## src/rtl/maze_pkg.sv

```systemverilog
// Shared types and constants for the maze-solve command sequencer.
package maze_pkg;

  localparam int unsigned HDNG_BITS = 12;

  // Compass headings; positive delta turns left.
  localparam logic [HDNG_BITS-1:0] HDNG_N = 12'h000;
  localparam logic [HDNG_BITS-1:0] HDNG_W = 12'h400;
  localparam logic [HDNG_BITS-1:0] HDNG_S = 12'h800;
  localparam logic [HDNG_BITS-1:0] HDNG_E = 12'hC00;

  localparam logic [HDNG_BITS-1:0] QTR_TURN = 12'h400;

  typedef enum logic [2:0] {
    S_IDLE     = 3'd0,
    S_MV_ISSUE = 3'd1,
    S_MV_WAIT  = 3'd2,
    S_DECIDE   = 3'd3,
    S_HD_ISSUE = 3'd4,
    S_HD_WAIT  = 3'd5,
    S_DONE     = 3'd6
  } slv_state_t;

endpackage

```

## src/rtl/maze_turn_sel.sv

```systemverilog
// Combinational heading-delta selector: wall-following affinity plus IR openings.
module maze_turn_sel #(
  parameter int unsigned          HDNG_W   = 12,
  parameter logic [HDNG_W-1:0]    QTR_TURN = 12'h400
) (
  input  logic              i_affn,
  input  logic              i_lft_opn,
  input  logic              i_rght_opn,
  output logic [HDNG_W-1:0] o_delta
);

  import maze_pkg::*;

  logic [HDNG_W-1:0] w_neg_qtr;
  logic [HDNG_W-1:0] w_uturn;

  assign w_neg_qtr = '0 - QTR_TURN;
  assign w_uturn   = QTR_TURN << 1;

  // Preferred side first, then the opposite side, otherwise turn around.
  always_comb begin
    o_delta = w_uturn;
    if (i_affn) begin
      if (i_lft_opn)       o_delta = QTR_TURN;
      else if (i_rght_opn) o_delta = w_neg_qtr;
    end else begin
      if (i_rght_opn)      o_delta = w_neg_qtr;
      else if (i_lft_opn)  o_delta = QTR_TURN;
    end
  end

endmodule

```

## src/rtl/maze_solve_ctrl.sv

```systemverilog
// Wall-following maze-solve sequencer issuing move/heading commands to navigate.
module maze_solve_ctrl #(
  parameter int unsigned          HDNG_W   = 12,
  parameter logic [HDNG_W-1:0]    QTR_TURN = 12'h400
) (
  input  logic              clk,
  input  logic              rst,
  input  logic              cmd_md,
  input  logic              lft_affn,
  input  logic              mv_cmplt,
  input  logic              lft_opn,
  input  logic              rght_opn,
  input  logic              sol_cmplt,
  output logic              strt_mv,
  output logic              stp_lft,
  output logic              stp_rght,
  output logic              strt_hdng,
  output logic [HDNG_W-1:0] dsrd_hdng,
  output logic              slv_done,
  output logic [7:0]        mv_cnt
);

  import maze_pkg::*;

  slv_state_t        r_state;
  logic              r_affn;
  logic              r_strt_mv;
  logic              r_stp_lft;
  logic              r_stp_rght;
  logic              r_strt_hdng;
  logic [HDNG_W-1:0] r_dsrd_hdng;
  logic              r_slv_done;
  logic [7:0]        r_mv_cnt;
  logic [HDNG_W-1:0] w_delta;
  logic              w_abort;

  maze_turn_sel #(
    .HDNG_W   (HDNG_W),
    .QTR_TURN (QTR_TURN)
  ) u_turn_sel (
    .i_affn     (r_affn),
    .i_lft_opn  (lft_opn),
    .i_rght_opn (rght_opn),
    .o_delta    (w_delta)
  );

  assign w_abort = !cmd_md && (r_state != S_IDLE) && (r_state != S_DONE);

  always_ff @(posedge clk) begin
    if (rst) begin
      r_state     <= S_IDLE;
      r_affn      <= 1'b0;
      r_strt_mv   <= 1'b0;
      r_stp_lft   <= 1'b0;
      r_stp_rght  <= 1'b0;
      r_strt_hdng <= 1'b0;
      r_dsrd_hdng <= '0;
      r_slv_done  <= 1'b0;
      r_mv_cnt    <= '0;
    end else begin
      r_strt_mv   <= 1'b0;
      r_strt_hdng <= 1'b0;
      // Abort wins over everything else, including a coincident mv_cmplt.
      if (w_abort) begin
        r_state    <= S_IDLE;
        r_stp_lft  <= 1'b0;
        r_stp_rght <= 1'b0;
      end else begin
        case (r_state)
          S_IDLE: begin
            r_stp_lft  <= 1'b0;
            r_stp_rght <= 1'b0;
            if (cmd_md) begin
              r_affn     <= lft_affn;
              r_state    <= S_MV_ISSUE;
              r_strt_mv  <= 1'b1;
              r_stp_lft  <= lft_affn;
              r_stp_rght <= !lft_affn;
            end
          end
          S_MV_ISSUE: r_state <= S_MV_WAIT;
          S_MV_WAIT: begin
            if (mv_cmplt) begin
              if (r_mv_cnt != 8'hFF) r_mv_cnt <= r_mv_cnt + 8'd1;
              r_stp_lft  <= 1'b0;
              r_stp_rght <= 1'b0;
              if (sol_cmplt) begin
                r_state    <= S_DONE;
                r_slv_done <= 1'b1;
              end else begin
                r_state <= S_DECIDE;
              end
            end
          end
          S_DECIDE: begin
            r_dsrd_hdng <= r_dsrd_hdng + w_delta;
            r_state     <= S_HD_ISSUE;
            r_strt_hdng <= 1'b1;
          end
          S_HD_ISSUE: r_state <= S_HD_WAIT;
          S_HD_WAIT: begin
            if (mv_cmplt) begin
              r_state    <= S_MV_ISSUE;
              r_strt_mv  <= 1'b1;
              r_stp_lft  <= r_affn;
              r_stp_rght <= !r_affn;
            end
          end
          S_DONE: begin
            if (!cmd_md) begin
              r_state    <= S_IDLE;
              r_slv_done <= 1'b0;
            end
          end
          default: begin
            r_state    <= S_IDLE;
            r_stp_lft  <= 1'b0;
            r_stp_rght <= 1'b0;
            r_slv_done <= 1'b0;
          end
        endcase
      end
    end
  end

  assign strt_mv   = r_strt_mv;
  assign stp_lft   = r_stp_lft;
  assign stp_rght  = r_stp_rght;
  assign strt_hdng = r_strt_hdng;
  assign dsrd_hdng = r_dsrd_hdng;
  assign slv_done  = r_slv_done;
  assign mv_cnt    = r_mv_cnt;

endmodule

```

## config.mk

```make
export PLATFORM = sky130hd
export DESIGN_NAME = maze_solve_ctrl
export DESIGN_NICKNAME = d
export VERILOG_FILES = /design/src/rtl/maze_pkg.sv /design/src/rtl/maze_turn_sel.sv /design/src/rtl/maze_solve_ctrl.sv
export SDC_FILE = /design/constraint.sdc
export NUM_CORES = 1
export LEC_CHECK = 0
export ABC_AREA = 1
export CORE_MARGIN = 2
export CORE_UTILIZATION = 40
export CTS_CLUSTER_DIAMETER = 80
export DETAILED_ROUTE_END_ITERATION = 8
export GPL_ROUTABILITY_DRIVEN = 0
export GPL_TIMING_DRIVEN = 0
export MAX_ROUTING_LAYER = met4
export PLACE_DENSITY = 0.72
export SLEW_MARGIN = 10
export SYNTH_ARGS = -nofsm -noshare
export SYNTH_HDL_FRONTEND = slang
export SYNTH_SLANG_ARGS = --single-unit
```

## constraint.sdc

```tcl
create_clock -name clk -period 2.6 [get_ports clk]
set_input_delay 0.65 -clock clk [delete_from_list [all_inputs] [get_ports clk]]
set_output_delay 0.65 -clock clk [all_outputs]
set_load 0.02 [all_outputs]
```

======== Word level (Yosys, flattened, before mapping) ========
Index checks and enable logic that the tools add are counted.
word-level totals
  RAM bits ................................ 0
  output and inout bits ................... 25
  memories ................................ 0
  flip-flop bits (word level) ............. 29
  latch bits .............................. 0
  memory bits (read-only) ................. 0
  word-level logic and storage cells ...... 69
  bits of input ports ..................... 8
operators by class
  bitwise operators ....................... 3
  reductions and logical operators ........ 16
  equal/unequal tests ..................... 13
  divide/modulo/power cells ............... 0
  magnitude comparators ................... 0
  $mul .................................... 0
  muxes and demuxes ....................... 26
  shift operators ......................... 0
  add/sub/neg operators ................... 2
operators with widths
  operator             number
  $mux 12              4
  $pmux 3 s7           1
  $mux 3               5
  $add 12x12->12       1
  $mux 1               11
  $mux 11              1
  $ne 2x2->1 const B   5
  $eq 3x3->1 const B   3
  $add 8x1->8 const B  1
  $ne 8x8->1 const B   1
  $pmux 1 s4           2
  $reduce_and 4->1     2
  $eq 3x2->1 const B   2
  $reduce_and 3->1     2
  $reduce_and 5->1     1
  $reduce_or 5->1      1
  $reduce_or 4->1      1
  $eq 3x1->1 const B   1
  $logic_not 1->1      3
  $logic_not 3->1      1
  $ne 3x3->1 const B   1
  $not 1->1            3
  $pmux 1 s3           1
  $reduce_bool 3->1    1
  4 further kinds      5

======== Longest topological paths before layout ========
  depth in word-level cells ............... 5
  depth in mapped cells ................... 9
  mapped depth without buffers ............ 8

======== Hierarchy ========
A second synthesis with hierarchy kept.
second synthesis, totals
  cells, all modules ...................... 316
  area total of the unflattened synthesis .. 2062.0 um^2
modules (own cells, without submodules)
  module           area each (um^2)  sequential area each (um^2)  cells each  instances
  maze_solve_ctrl  1965.6            580.6                        301         1
  maze_turn_sel    96.3              0.0                          15          1

======== Worst setup path before layout ========
OpenSTA, ideal clock, no wires.
  path type ............................... input to register
  start ................................... input lft_opn
  end ..................................... register r_dsrd_hdng[11], in the netlist dsrd_hdng[11]
  cell stages on the path ................. 7
  buffers on the path ..................... 0
  setup time .............................. 111 ps
  arrival time ............................ 1476 ps
  slack ................................... 1013 ps
  path through ............................ or2_2 -> ha_1 -> nand3b_1 -> nand2_1 -> o21bai_2 -> inv_1 -> nor2_1
between the ends
  longest elaborated chain between the ends .. 4
  elaborated cells on any way between the ends .. 5
  classes of those cells .................. add/sub (1); mux (4)
RTL lines
  what                  line                   source
  start, declared       maze_solve_ctrl.sv:11  input logic lft_opn,
  $mux 12               maze_turn_sel.sv:28    else if (i_lft_opn) o_delta = QTR_TURN;
  $mux 12               maze_turn_sel.sv:27    if (i_rght_opn) o_delta = w_neg_qtr;
  $mux 12 (*)           maze_turn_sel.sv:23    if (i_affn) begin
  $add 12x12->12 (*)    maze_solve_ctrl.sv:96  r_dsrd_hdng <= r_dsrd_hdng + w_delta;
  end signal, assigned  maze_solve_ctrl.sv:96
  end, declared         maze_solve_ctrl.sv:31  logic [HDNG_W-1:0] r_dsrd_hdng;
Mark *: on every way between the ends. The rest lies on a longest branch, timed or not.
A chain may end at the register's enable or synchronous reset.

======== Worst setup path in the final report ========
  start ................................... register r_mv_cnt[3], in the netlist mv_cnt[3]
  end ..................................... output mv_cnt[3]
RTL lines
  what                    line                   source
  start, declared         maze_solve_ctrl.sv:33  logic [7:0] r_mv_cnt;
  start signal, assigned  maze_solve_ctrl.sv:84  if (r_mv_cnt != 8'hFF) r_mv_cnt <= r_mv_cnt + 8'd1;
  end, declared           maze_solve_ctrl.sv:20  output logic [7:0] mv_cnt
No word-level cell between the ends.

==> summary.md <==
| Metric | Value |
|---|---|
| Crit Path Class | `reg2out` |
| CTS Hold Buffers Added | `0` |
| Share of Yosys cell area claimed by the top area cell type | `28.60%` |
| Max Fclk | `0.4873 GHz` |
| Buf+Inv Stages, Crit Path | `1` |
| Util after Layout | `53.35%` |
| Crit Path Max Fanout | `6` |
| Die Width | `61.67 um` |
| Vias in the first global route | `1003` |
| Syn. warnings | `0` |
| Initial antenna violation count | `0` |
| Worst R2R Start | `mv_cnt[0]` |
| DP Wirelength | `2027 um` |
| Min-delay src | `stp_rght` |
| RSZ-0062 raised after global routing | `false` |
| Max-Cap Viols | `0` |
| Worst Path Required | `1950 ps` |
| H-tree Lvls | `1` |
| TritonCTS clock tree | `yes` |
| Core area | `3103 um2` |
| Die area | `3803 um2` |
| Slowest stage delay, CP | `640 ps` |
| Syn Inst Count | `201` |
| Max Slew Vio Count | `0` |
| Peak supply drop | `0.0002824 V` |
| Antenna Cells | `0` |
| Area Overhead vs Synth | `24.46%` |
| Status | `finished clean` |
| Worst clock skew | `5.674 ps` |
| Drt wl/cell | `9.832 um` |
| Leading cell types in the layout, fill and taps excluded | `nand2_1, nor2_1, clkdlybuf4s50_1, dfxtp_1, inv_1` |
| Num CTS Buffers | `3` |
| WL final | `2743 um` |
| Worst-path cell chain | `clkdlybuf4s50_1` |
| Sum Neg Setup Slack | `0 ps` |
| Gates resized, CTS repair | `0` |
| Clock Latency Late Sink | `310 ps` |
| Min cycle time layout | `2052 ps` |
| Startpoint Class | `flip-flop` |
| I/O Buffers | `21` |
| Initial Util | `42.86%` |
| First-pass DRT Iterations | `4` |
| Clock Tree Buf Depth | `2` |
| Hold crit path type | `reg2reg` |
| Final hold vios | `0` |
| Largest net degree at the start of global routing | `11` |
| FF-to-FF path depth | `6` |
| Sequential cell area | `380.4 um2` |
| DRC Markers | `0` |
| Synth cell types | `29` |
| All-Layer GR Usage | `16.85%` |
| Remaining antenna violation count | `0` |
| Largest area contributor in the netlist | `dfxtp_1` |
| Clock-pin slew of the registers on the worst-case setup and hold paths | `110 ps` |
| Post-synthesis sequential area ratio | `28.60%` |
| Share of layout cells above drive strength 1 | `14.89%` |
| Synthesized area | `1330 um2` |
| Top-Level Pins | `33` |
| PwrDens | `695.4 nW/um2` |
| CP endpoint kind | `output port` |
| Fillcell total | `324` |
| Total grt overflow | `0` |
| Post-CTS Setup Bufs | `0` |
| Worst Setup SP | `mv_cnt[3]` |
| Final setup violation count | `0` |
| Cell Rows | `20` |
| Root buffer cell | `clkbuf_4` |
| Reg2Reg Setup Slack | `1240 ps` |
| Largest cells by area after synthesis | `dfxtp_1, nand2_1, nor2_1` |
| Clock Sinks | `19` |
| Critical Path Stages | `1` |
| Yosys reg bits | `19` |
| Reg2reg end | `mv_cnt[7]` |
| Final Cycle Share | `78.93%` |
| Pleak | `0.0007460 uW` |
| Vias per Instance | `4.545` |
| Cell family with most CP delay | `buffers and inverters` |
| Worst EP arrival | `1400 ps` |
| NumNets Final | `246` |
| First-pass GRT wire length | `4595 um` |
| Die Ht | `61.67 um` |
| Most common cell after layout, fill and taps aside | `nand2_1` |
| Area of the multi-input gates | `760.7 um2` |
| Worst Setup EP | `mv_cnt[3]` |
| Mean Syn Cell Area | `6.617 um2` |
| Slowest cell on crit path | `clkdlybuf4s50_1` |
| Initial DRC Count | `60` |
| Via count | `1268` |
[metrics by stage]
stage / power [uW] / worst slack (ps) / cell area, um2 / hold slack [ps] / instances
after floorplan: 860.9 / 1013 / 1364 / 453.6 / 210
after global placement: 983.6 / 523.4 / 1629 / 452.8 / 275
after detailed placement: 989.7 / 504.1 / 1629 / 459.8 / 275
after CTS: 1154 / 541.4 / 1655 / 477.6 / 279
after global routing: 1247 / 476.4 / 1655 / 506.6 / 279
final: 1151 / 547.7 / 1655 / 471.8 / 279
[synth_stat cells]
cell	instances
nand2_1	60
nor2_1	25
dfxtp_1	19
inv_1	18
nand3_1	15
a21oi_1	12
buf_4	10
nand4_1	5
nand3b_1	4
nor2_4	4
buf_6	3
nand2_2	3
o21ai_0	3
ha_1	2
inv_2	2
nand3_2	2
xor2_1	2
buf_1	1
buf_12	1
conb_1	1
inv_4	1
inv_6	1
nand3_4	1
nand4_2	1
nor2_2	1
o21ai_1	1
o21bai_2	1
o31ai_1	1
or2_2	1
[cell families (layout without fill, tap and decap cells)]
kind of cell	Yosys count	after routing	synth area share, %
AOI/OAI and AO/OA	18	18	7.431
xor gates and xnor gates	2	2	1.317
adders and majority gates	2	2	1.881
buffers and inverters	37	62	16.74
DFF	19	19	28.60
other	1	10	0.2819
and+or+nand+nor	122	122	43.75
[per-layer routing]
layer  GRT usage (%)  vias up  wire, um  part of all wire [%]
li1                -      687         -                     -
met1           22.93      538      1346                    49
met2           24.66       39      1209                    44
met3           2.521        4       143                   5.2
met4           7.295        0        43                   1.6
met5               -        -         0                     0
[worst min path at each step]
stage                     endpoint  slack (ps)  depth (start not counted)
after floorplan             r_affn         450                          2
after global placement     stp_lft         450                          2
after detailed placement  stp_rght         460                          2
after CTS                 stp_rght         480                          2
after global routing      stp_rght         510                          2
final                     stp_rght         470                          2
[where the power goes]
group	internal (uW)	switching, uW	leakage (uW)
Clock	60.0	102	0.0000150
Sequential	333	19.5	0.000154
Combinational	244	393	0.000577
[registers in the layout, indices dropped and copies added (netlist names)]
name and count:
dsrd_hdng 2, mv_cnt 8, r_affn 1, r_state 3, slv_done 1, stp_lft 1, stp_rght 1, strt_hdng 1
strt_mv 1
[area by class of cell]
cell class	count	share of cell area (%)
clock buffers	4	1.587
multi-input cells	154	45.96
flip-flops and latches	19	22.98
well taps	44	3.326
repair buffers	21	12.70
plain buffers	15	8.012
inverters	22	5.442
No activity file was read; power rests on OpenSTA's default activity.
